[src/rtl/io_input_conditioner.sv]
// Board input conditioner: N-stage synchronisers for switches and buttons, per-button
// debounce with rise/fall pulses, sticky pending flags and a switch snapshot on press.
module io_input_conditioner #(
  parameter int SW_WIDTH        = 8,
  parameter int BTN_COUNT       = 1,
  parameter int SYNC_STAGES     = 2,
  parameter int DEBOUNCE_CYCLES = 20
) (
  input  logic                 clk,
  input  logic                 rst,
  input  logic [SW_WIDTH-1:0]  Switches,
  input  logic [BTN_COUNT-1:0] Button,
  input  logic [BTN_COUNT-1:0] btn_ack,
  output logic [SW_WIDTH-1:0]  sw_sync,
  output logic [SW_WIDTH-1:0]  sw_snap,
  output logic [BTN_COUNT-1:0] btn_level,
  output logic [BTN_COUNT-1:0] btn_rise,
  output logic [BTN_COUNT-1:0] btn_fall,
  output logic [BTN_COUNT-1:0] btn_pending
);

  localparam int CW = $clog2(DEBOUNCE_CYCLES + 1);
  localparam logic [CW-1:0] CNT_LAST = CW'(DEBOUNCE_CYCLES - 1);

  logic [SW_WIDTH-1:0]  sw_chain  [SYNC_STAGES];
  logic [BTN_COUNT-1:0] btn_chain [SYNC_STAGES];
  logic [CW-1:0]        cnt       [BTN_COUNT];
  logic [BTN_COUNT-1:0] btn_synced;
  logic [BTN_COUNT-1:0] flip;
  logic [BTN_COUNT-1:0] rise_next;
  logic [BTN_COUNT-1:0] fall_next;

  assign sw_sync    = sw_chain[SYNC_STAGES-1];
  assign btn_synced = btn_chain[SYNC_STAGES-1];

  // A channel flips on the DEBOUNCE_CYCLES-th consecutive differing sample.
  always_comb begin
    flip = '0;
    for (int i = 0; i < BTN_COUNT; i++) begin
      flip[i] = (btn_synced[i] != btn_level[i]) && (cnt[i] == CNT_LAST);
    end
    rise_next = flip & ~btn_level;
    fall_next = flip & btn_level;
  end

  // btn_ack is a level: while high it clears pending, except on the cycle a new
  // rise is being registered, where the rise wins.
  always_ff @(posedge clk or negedge rst) begin
    if (!rst) begin
      for (int s = 0; s < SYNC_STAGES; s++) begin
        sw_chain[s]  <= '0;
        btn_chain[s] <= '0;
      end
      for (int i = 0; i < BTN_COUNT; i++) cnt[i] <= '0;
      sw_snap     <= '0;
      btn_level   <= '0;
      btn_rise    <= '0;
      btn_fall    <= '0;
      btn_pending <= '0;
    end else begin
      sw_chain[0]  <= Switches;
      btn_chain[0] <= Button;
      for (int s = 1; s < SYNC_STAGES; s++) begin
        sw_chain[s]  <= sw_chain[s-1];
        btn_chain[s] <= btn_chain[s-1];
      end
      for (int i = 0; i < BTN_COUNT; i++) begin
        if (btn_synced[i] == btn_level[i] || flip[i]) cnt[i] <= '0;
        else                                          cnt[i] <= cnt[i] + CW'(1);
      end
      btn_level   <= btn_level ^ flip;
      btn_rise    <= rise_next;
      btn_fall    <= fall_next;
      btn_pending <= rise_next | (btn_pending & ~btn_ack);
      if (|rise_next) sw_snap <= sw_sync;
    end
  end

endmodule

[config.mk]
export PLATFORM = sky130hd
export DESIGN_NAME = io_input_conditioner
export DESIGN_NICKNAME = d
export VERILOG_FILES = /design/src/rtl/io_input_conditioner.sv
export SDC_FILE = /design/constraint.sdc
export NUM_CORES = 1
export LEC_CHECK = 0
export BUFFER_PORTS_ARGS = -buffer_cell sky130_fd_sc_hd__buf_2
export CAP_MARGIN = 20
export CORE_MARGIN = 10
export CORE_UTILIZATION = 30
export CTS_CLUSTER_DIAMETER = 30
export DETAILED_ROUTE_END_ITERATION = 12
export SLEW_MARGIN = 10
export SYNTH_ARGS = -nofsm -noshare
export SYNTH_HDL_FRONTEND = slang
export SYNTH_SLANG_ARGS = --single-unit
export TNS_END_PERCENT = 100
[constraint.sdc]
create_clock -name clk -period 2.2 [get_ports clk]
set_input_delay 0.33 -clock clk [delete_from_list [all_inputs] [get_ports clk]]
set_output_delay 0.33 -clock clk [all_outputs]
set_load 0.01 [all_outputs]
Yosys cells after proc, flatten, opt, wreduce, memory -nomap -nowiden --
Index checks and enable logic that the tools add are counted.
Word-level totals: bits in latches 0, input port bits 12, word-level logic and storage cells 24, register bits 35, bits in read-only memories 0, bits in writable memories 0, output and inout port bits 20, memories kept 0
Operators by class: div/mod/pow operators 0, equal/unequal tests 3, multiplexer cells 1, bitwise gates (word level) 7, magnitude comparators 0, $mul 0, shift-type cells 0, $add $sub $neg 1, reductions and logical operators 2
Operators by type and width (number):
- 5-bit by 1-bit adder with 5-bit output, second input constant | 1
- 5-bit equality test, second input constant | 1
- 5-bit 2-to-1 mux | 1
- 1-bit bitwise AND | 3
- 1-bit inverter | 2
- 1-bit equality test | 1
- 1-bit logical AND | 1
- 1-bit logical OR | 1
- 1-bit != test | 1
- 1-bit OR | 1
- 1-bit XOR | 1

Logic depth before layout (Yosys ltp) --
Gate-level depths: netlist (run 1).
word-level depth 4, mapped depth 5, depth with buffers taken out 4

Least setup slack after synthesis (run 1) --
Ideal clock, no wire load.
path type register to register, start reg cnt[0] in the netlist's numbering, end reg sw_snap[0], setup slack 0.523 ns, clock period less this slack 1.677 ns, arrival 1.552 ns, required time 2.075 ns, setup time 0.125 ns, cell stages (with the launch flop) 6, cell sequence dfrtp_1 -> ha_1 -> nand4bb_4 -> or3b_1 -> buf_6 -> mux2_4
On the way: longest elaborated chain between the ends 3
RTL lines:
- start: declaration | RTL line 27 | logic [CW-1:0] cnt [BTN_COUNT];
- start signal: indexed assignment | RTL line 69 | else cnt[i] <= cnt[i] + CW'(1);
- 5-bit equality test | RTL line 40 | flip[i] = (btn_synced[i] != btn_level[i]) && (cnt[i] == CNT_LAST);
- 1-bit logical AND | RTL line 40
- 1-bit bitwise AND | RTL line 42 | rise_next = flip & ~btn_level;
- end signal: assignment | RTL line 75 | if (|rise_next) sw_snap <= sw_sync;
- end: declaration | RTL line 15 | output logic [SW_WIDTH-1:0] sw_snap,
No other way between the ends. A chain may end at the register's enable or synchronous reset.

Worst setup path after layout (run 1) --
start reg cnt[0] in the netlist's numbering, end reg sw_snap[6]
The elaborated chain is that of the path after synthesis.

==> impl_results.rst, run 1 <==
.. list-table::
   :header-rows: 1

   * - Metric
     - Value
   * - Result of the run
     - complete, no violations
   * - First-pass GRT wire length
     - approximately 3500 µm
   * - Final estimated routing congestion in global placement
     - 0.6227
   * - Initial antenna violation count
     - 0
   * - Count of input and output buffers
     - 31
   * - Count of antenna-violating nets left after detailed routing
     - 0
   * - Leak pwr
     - 0.7644 nW
   * - Height of the chip
     - 83.74 µm
   * - Top cells by count, synth
     - dfrtp_1 (35), buf_4 (8), mux2_4 (8)
   * - Cell types occupying the most area after synthesis
     - dfrtp_1 (72%), mux2_4 (9.9%), buf_4 (4.9%)
   * - Gate count of the mapped netlist
     - 72
   * - Layout filler cell count
     - approximately 390
   * - CTS tree
     - built
   * - Site row count
     - 23
   * - Cell depth of the worst flop-to-flop path
     - 4
   * - Post-cts repair resize count
     - 0
   * - Worst endpoint data arrival time
     - about 2.1 ns
   * - PwrDens
     - slightly below 800 nW/µm²
   * - Count of different cell masters after synthesis
     - 17
   * - Sink count of the clock tree
     - 35
   * - Slew headroom
     - 0.5105
   * - Number of max-cap violations
     - 0
   * - Start-to-end type of the worst setup path
     - flip-flop to flip-flop
   * - Ports
     - 32
   * - Overflow left after global routing
     - 0
   * - Level count of the clock H-tree
     - 2
   * - Nets
     - approximately 110
   * - DRC Markers
     - 0
   * - Hold-fix buffer count after cts
     - 0
   * - Maximum number of pins on one net before global-route repair
     - 36
   * - Class of the tightest hold or removal check
     - input port to asynchronous set/reset pin
   * - FMAX
     - roughly 0.52 GHz
   * - Layout-stage area growth over the synthesis result
     - 17.97%
   * - VDD IR max
     - between 0.3 and 0.4 mV
   * - Top-area cell type share of the netlist area
     - 0.7187
   * - Post-synthesis sequential area ratio
     - 0.7187
   * - Setup_tns
     - 0 ns
   * - Via count of the routed design
     - between 600 and 700
   * - Most used standard cell by instance count after synthesis
     - dfrtp_1
   * - Share of cells above drive strength 1
     - 0.4700
   * - First-pass iteration count of the detailed router
     - 3
   * - Clock skew after layout
     - 0.001733 ns
   * - Number of DRC violations after detailed-routing iteration 0
     - 30
   * - Launch instance of the worst register-to-register path
     - cnt[0]$_DFF_PN0_
   * - Capture point of the worst reg-to-reg path
     - sw_snap[6]$_DFFE_PN0P_
   * - Slew at the pin with the worst max-slew slack
     - ~0.73 ns
   * - Final count of negative-setup-slack endpoints
     - 0
   * - Final count of hold timing violations
     - 0
   * - Dominant synthesized flop cell
     - dfrtp_1
   * - Post-Route Utilization
     - 0.3620
   * - Post-synthesis sequential element count
     - 35
   * - Kind of end point of the critical path
     - flip-flop
   * - Per-cell via count in the routed design
     - roughly 4.0
   * - Antenna diode count
     - 0
   * - Share of synthesized flip-flops with an asynchronous set or reset
     - 1.000
   * - Longest Clk Path Bufs
     - 2
   * - Avg Synthesized Cell Area
     - 16.93 µm²
   * - Tcrit/Tclk final
     - 0.8792
   * - Final routed wire length divided by cell count
     - about 14 µm
   * - Slew Viols, Final
     - 0
   * - Core Box Area
     - 3971 µm²
   * - CP required
     - approximately 2.4 ns
   * - Finished Cell Area
     - ~1400 µm²
   * - Sum of net half-perimeters after detailed placement
     - 1534 µm
   * - Power consumption
     - about 0.0011 W
   * - Vias in the first global route
     - 711
   * - Clock buffers created by TritonCTS
     - 5
   * - Post-layout minimum cycle time
     - 1.934 ns
   * - Number of enable-type register cells in the synthesized netlist
     - 0
   * - CTS Root Cell
     - clkbuf_8
   * - Total cell area at the placement stage
     - roughly 1400 µm²
   * - Setup repair after global routing missed its margin
     - false
   * - Post-CTS Repair Setup Buffers
     - 0
   * - DIE WIDTH
     - 83.74 µm
   * - Post-synthesis cell type with the largest combined area
     - dfrtp_1
   * - Net count of the mapped netlist
     - 85
   * - Summed instance area of the synthesized netlist
     - 1219 µm²
   * - Starting density of the core
     - 0.3069
   * - Reg2reg setup slack
     - roughly 0.27 ns
   * - Die area
     - around 7000 µm²
   * - Global-route usage over all layers
     - 0.06381
   * - Critical Path Source Type
     - flip-flop
   * - Total wire length
     - between 2000 and 2500 µm
   * - Worst hold slack after final layout
     - approximately 0.11 ns
   * - Clock transition at the register clock pins on the worst setup and hold paths after CTS
     - around 0.060 ns
   * - Critical Path Fanout Max
     - 10
   * - Ys Warns
     - 0
   * - Clock insertion delay at the later pin of the skew report
     - between 0.2 and 0.3 ns
-- power by group --
part	switching, W	leakage (nW)	internal, W
Clock	0.000196	0.0371	0.000210
Sequential	0.0000107	0.445	0.000665
Combinational	0.0000257	0.283	0.0000183
Total	0.000232	0.764	0.000894
-- stage by stage --
step | cells | setup slack, ns
floorplan | 72 | 0.5233
global placement | 144 | 0.3245
detailed placement | 144 | 0.2544
CTS | 150 | 0.2487
global route | 150 | 0.1663
finish | 150 | 0.2657
-- worst max-delay path by stage --
| stage | start | end | slack, ns | depth (start not counted) |
|---|---|---|---|---|
| CTS | cnt[0]$_DFF_PN0_ | sw_snap[6]$_DFFE_PN0P_ | 0.25 | 4 |
| finish | cnt[0]$_DFF_PN0_ | sw_snap[6]$_DFFE_PN0P_ | 0.27 | 4 |
| floorplan | cnt[0]$_DFF_PN0_ | sw_snap[0]$_DFFE_PN0P_ | 0.52 | 5 |
| detailed placement | cnt[0]$_DFF_PN0_ | sw_snap[1]$_DFFE_PN0P_ | 0.25 | 4 |
| global placement | cnt[0]$_DFF_PN0_ | sw_snap[0]$_DFFE_PN0P_ | 0.32 | 4 |
| global route | cnt[0]$_DFF_PN0_ | sw_snap[6]$_DFFE_PN0P_ | 0.17 | 4 |
-- registers in the layout, indices dropped and copies added, names as in the netlist, named ones only --
| register | flops |
|---|---|
| sw_snap | 8 |
| btn_fall | 1 |
| btn_rise | 1 |
| cnt | 5 |
| btn_pending | 1 |
| btn_synced | 1 |
| btn_chain | 1 |
| sw_chain | 8 |
| sw_sync | 8 |
-- cells by family after synthesis --
family                   count (synthesis)  share of synthesized area
AO/OA/AOI/OAI                            1                   0.004103
multiplexers                             9                     0.1078
flip-flops                              35                     0.7187
XOR/XNOR                                 4                    0.02875
AND/OR/NAND/NOR                         11                    0.06571
adder cells (fa/ha/maj)                  1                    0.01027
buffers and inverters                   11                    0.06469
-- cell type report --
cell class / instances / area, µm² / area share
Sequential cell: 35 / 875.8 / 0.6092
Clock buffer: 6 / 72.57 / 0.05048
Timing Repair Buffer: 31 / 155.1 / 0.1079
Multi-Input combinational cell: 26 / 264.0 / 0.1836
Inverter: 2 / 7.507 / 0.005222
Tap cell: 50 / 62.56 / 0.04352
-- cells in the final DEF (no fill, tap or decap) --
cell | Yosys | routed
and3_2 | 1 | 1
clkbuf_8 | 0 | 5
xnor2_1 | 1 | 1
nand3_1 | 2 | 2
clkbuf_1 | 0 | 1
xor2_1 | 3 | 3
mux2_4 | 8 | 8
nor3b_1 | 1 | 1
nand2_1 | 1 | 1
dfrtp_1 | 35 | 35
ha_1 | 1 | 1
o21ai_0 | 1 | 1
buf_2 | 0 | 31
or3b_1 | 1 | 1
inv_1 | 2 | 2
mux2_2 | 1 | 1
nor2_1 | 4 | 4
nand4bb_4 | 1 | 1
-- layer usage --
layer  GRT usage  routed length, µm
met5           0                  0
met4     0.02740                 38
met3     0.04980                235
met2     0.08780                881
met1     0.07082                930
-- worst max-delay path: stages, from the launching register on --
cell and delay, ns:
dfrtp_1 0.37, ha_1 0.26, nand4bb_4 0.15, or3b_1 0.65, mux2_4 0.39
No activity file was read; power rests on OpenSTA's default activity.
==> run 2, diff against run 1 <==
--- a/config.mk
+++ b/config.mk
@@ -7,6 +7,7 @@
 export LEC_CHECK = 0
 export BUFFER_PORTS_ARGS = -buffer_cell sky130_fd_sc_hd__buf_2
 export CAP_MARGIN = 20
+export CORE_ASPECT_RATIO = 2
 export CORE_MARGIN = 10
 export CORE_UTILIZATION = 30
 export CTS_CLUSTER_DIAMETER = 30
==> run 2 against run 1 <==
Net effect: via count rose by 0.83%; sequential power barely moved; non-clock buffer count did not move; sequential share of layout area fell by 0.42 points; register-to-register slack improved by 0.03 ns; fmax rose by 1.4%; highest routed layer unchanged; core utilization rose by 1.1 points; global-route usage fell by 0.40 points; hold slack improved by 0.00099 ns; wire length fell by 3.8%.
==> impl_results.rst, run 2 (synthesis results as in run 1) <==
.. list-table::
   :header-rows: 1

   * - Metric
     - Value
   * - Height of the chip
     - 110.1 µm (was 83.74 µm)
   * - Die area
     - 7166 µm² (was 7012 µm²)
   * - Most common library cell in the layout ignoring fill and taps
     - dfrtp_1 (unchanged)
   * - PwrDens
     - 787.8 nW/µm² (was 783.4 nW/µm²)
   * - CTS Root Cell
     - clkbuf_8 (unchanged)
   * - VDD IR max
     - 0.4566 mV (was 0.3163 mV)
   * - Result of the run
     - complete, no violations (unchanged)
   * - DIE WIDTH
     - 65.07 µm (was 83.74 µm)
   * - Setup repair after global routing missed its margin
     - false (unchanged)
   * - Nets
     - 114 (unchanged)
   * - Via count of the routed design
     - 609 (was 604)
   * - Overflow left after global routing
     - 0 (unchanged)
   * - Per-cell via count in the routed design
     - 3.980 (was 4.027)
   * - Final estimated routing congestion in global placement
     - 0.6488 (was 0.6227)
   * - Critical Path Source Type
     - flip-flop (unchanged)
   * - Post-CTS Repair Setup Buffers
     - 0 (unchanged)
   * - Clock insertion delay at the later pin of the skew report
     - 0.28 ns (about the same)
   * - Hold-fix buffer count after cts
     - 0 (unchanged)
   * - FMAX
     - 0.5242 GHz (was 0.5170 GHz)
   * - CP required
     - 2.36 ns (about the same)
   * - Core Box Area
     - 3884 µm² (was 3971 µm²)
   * - Slew Viols, Final
     - 0 (unchanged)
   * - Ports
     - 32 (unchanged)
   * - Clock transition at the register clock pins on the worst setup and hold paths after CTS
     - 0.06 ns (about the same)
   * - Sum of net half-perimeters after detailed placement
     - 1566 µm (was 1534 µm)
   * - Final routed wire length divided by cell count
     - 13.12 µm (was 13.91 µm)
   * - Number of DRC violations after detailed-routing iteration 0
     - 15 (was 30)
   * - Maximum number of pins on one net before global-route repair
     - 36 (unchanged)
   * - CTS tree
     - built (unchanged)
   * - Starting density of the core
     - 0.3138 (was 0.3069)
   * - DRC Markers
     - 0 (unchanged)
   * - Antenna diode count
     - 0 (unchanged)
   * - Kind of end point of the critical path
     - flip-flop (unchanged)
   * - Site row count
     - 32 (was 23)
   * - Clock skew after layout
     - 0.006320 ns (was 0.001733 ns)
   * - Buffers & Inverters on Critical Path
     - 0 (unchanged)
   * - Post-route non-filler standard cell count
     - 153 (was 150)
   * - Stage delay of the slowest cell on the critical path
     - 0.63 ns (was 0.65 ns)
   * - Sink count of the clock tree
     - 35 (unchanged)
   * - Share of cells above drive strength 1
     - 0.4706 (was 0.4700)
   * - Start-to-end type of the worst setup path
     - flip-flop to flip-flop (unchanged)
   * - Initial antenna violation count
     - 0 (unchanged)
   * - Final count of hold timing violations
     - 0 (unchanged)
   * - Count of antenna-violating nets left after detailed routing
     - 0 (unchanged)
   * - First-pass iteration count of the detailed router
     - 2 (was 3)
   * - Level count of the clock H-tree
     - 2 (unchanged)
   * - First-pass GRT wire length
     - 3291 µm (was 3519 µm)
   * - Tcrit/Tclk final
     - 0.8672 (was 0.8792)
   * - # placed instances
     - 145 (was 144)
   * - Leak pwr
     - 0.7695 nW (was 0.7644 nW)
   * - Worst endpoint data arrival time
     - 2.07 ns (was 2.10 ns)
   * - Crit-path cells
     - ha_1, nand4bb_4, or3b_1, mux2_4 (unchanged)
   * - Total wire length
     - 2007 µm (was 2086 µm)
   * - Layout filler cell count
     - 394 (unchanged)
   * - Leading cell types in the layout, fill and taps excluded
     - dfrtp_1 (35), buf_2 (31), mux2_4 (8) (unchanged)
   * - Layout-stage area growth over the synthesis result
     - 18.79% (was 17.97%)
   * - Class of the tightest hold or removal check
     - input port to asynchronous set/reset pin (unchanged)
   * - Post-layout minimum cycle time
     - 1.908 ns (was 1.934 ns)
   * - Area of the multi-input gates
     - 264.0 µm² (unchanged)
   * - Count of input and output buffers
     - 31 (unchanged)
   * - Longest Clk Path Bufs
     - 2 (unchanged)
   * - FF+latch area
     - 875.8 µm² (unchanged)
   * - Post-cts repair resize count
     - 0 (unchanged)
   * - Final count of negative-setup-slack endpoints
     - 0 (unchanged)
   * - Slowest cell on the critical path
     - or3b_1 (unchanged)
   * - Clock buffers created by TritonCTS
     - 5 (unchanged)
   * - Critical Path Fanout Max
     - 10 (unchanged)
   * - Number of max-cap violations
     - 0 (unchanged)
   * - Crit path max-delay family
     - simple AND/OR/NAND/NOR gates (unchanged)
   * - Slew headroom
     - 0.5159 (was 0.5105)
   * - Vias in the first global route
     - 716 (was 711)
   * - Setup_tns
     - 0 ns (unchanged)
   * - Slew at the pin with the worst max-slew slack
     - 0.7261 ns (was 0.7342 ns)
   * - Global-route usage over all layers
     - 0.05978 (was 0.06381)
run 2: cell count changes in the layout (fill, tap and decap cells not counted):
| cell | before | now |
|---|---|---|
| clkinv_2 | 0 | 1 |
| clkbuf_1 | 1 | 2 |
run 2: routing by layer:
layer,wire length (µm),global-route usage,up-vias
met3,185,0.03539,3
met5,0,0,-
li1,-,-,285
met2,971,0.09065,27
met4,35,0.03231,0
met1,815,0.06375,294
run 2: final timing paths:
path	cells after the start	startpoint	end	slack, ns
hold reg to reg	0	sw_chain[12]$_DFF_PN0_	sw_sync[4]$_DFF_PN0_	0.34
hold / removal	1	rst	sw_sync[5]$_DFF_PN0_	0.11
min in group clk	1	Switches[7]	sw_chain[15]$_DFF_PN0_	0.16
max in group asynchronous	1	rst	cnt[1]$_DFF_PN0_	1.62
setup reg to reg	4	cnt[0]$_DFF_PN0_	sw_snap[7]$_DFFE_PN0P_	0.29
setup / recovery	4	cnt[0]$_DFF_PN0_	sw_snap[7]$_DFFE_PN0P_	0.29
run 2: metrics by stage:
step                      power (W)  utilization  setup slack (ns)  hold slack (ns)  instance area, µm²
after floorplan           0.0007096            -            0.5233          0.03441                1219
after global placement    0.0007311       0.3518            0.3418           0.3324                1366
after detailed placement  0.0007351       0.3518            0.2689           0.3347                1366
after CTS                  0.001165       0.3727            0.2736           0.1290                1448
after global routing       0.001194       0.3727            0.2010           0.1405                1448
final                      0.001140       0.3727            0.2922           0.1094                1448
run 2: area by class of cell:
class / instances / share of cell area
Clock inverter: 1 / 0.003457
Inverter: 2 / 0.005186
Sequential cell: 35 / 0.6050
Timing Repair Buffer: 31 / 0.1072
Clock buffer: 7 / 0.05272
Tap cell: 51 / 0.04408
Multi-Input combinational cell: 26 / 0.1824
run 2: power breakdown:
group / total [W] / switching [W] / internal, W
Combinational: 0.0000445 / 0.0000261 / 0.0000184
Clock: 0.000420 / 0.000199 / 0.000221
Sequential: 0.000675 / 0.0000104 / 0.000665
Total: 0.00114 / 0.000236 / 0.000905
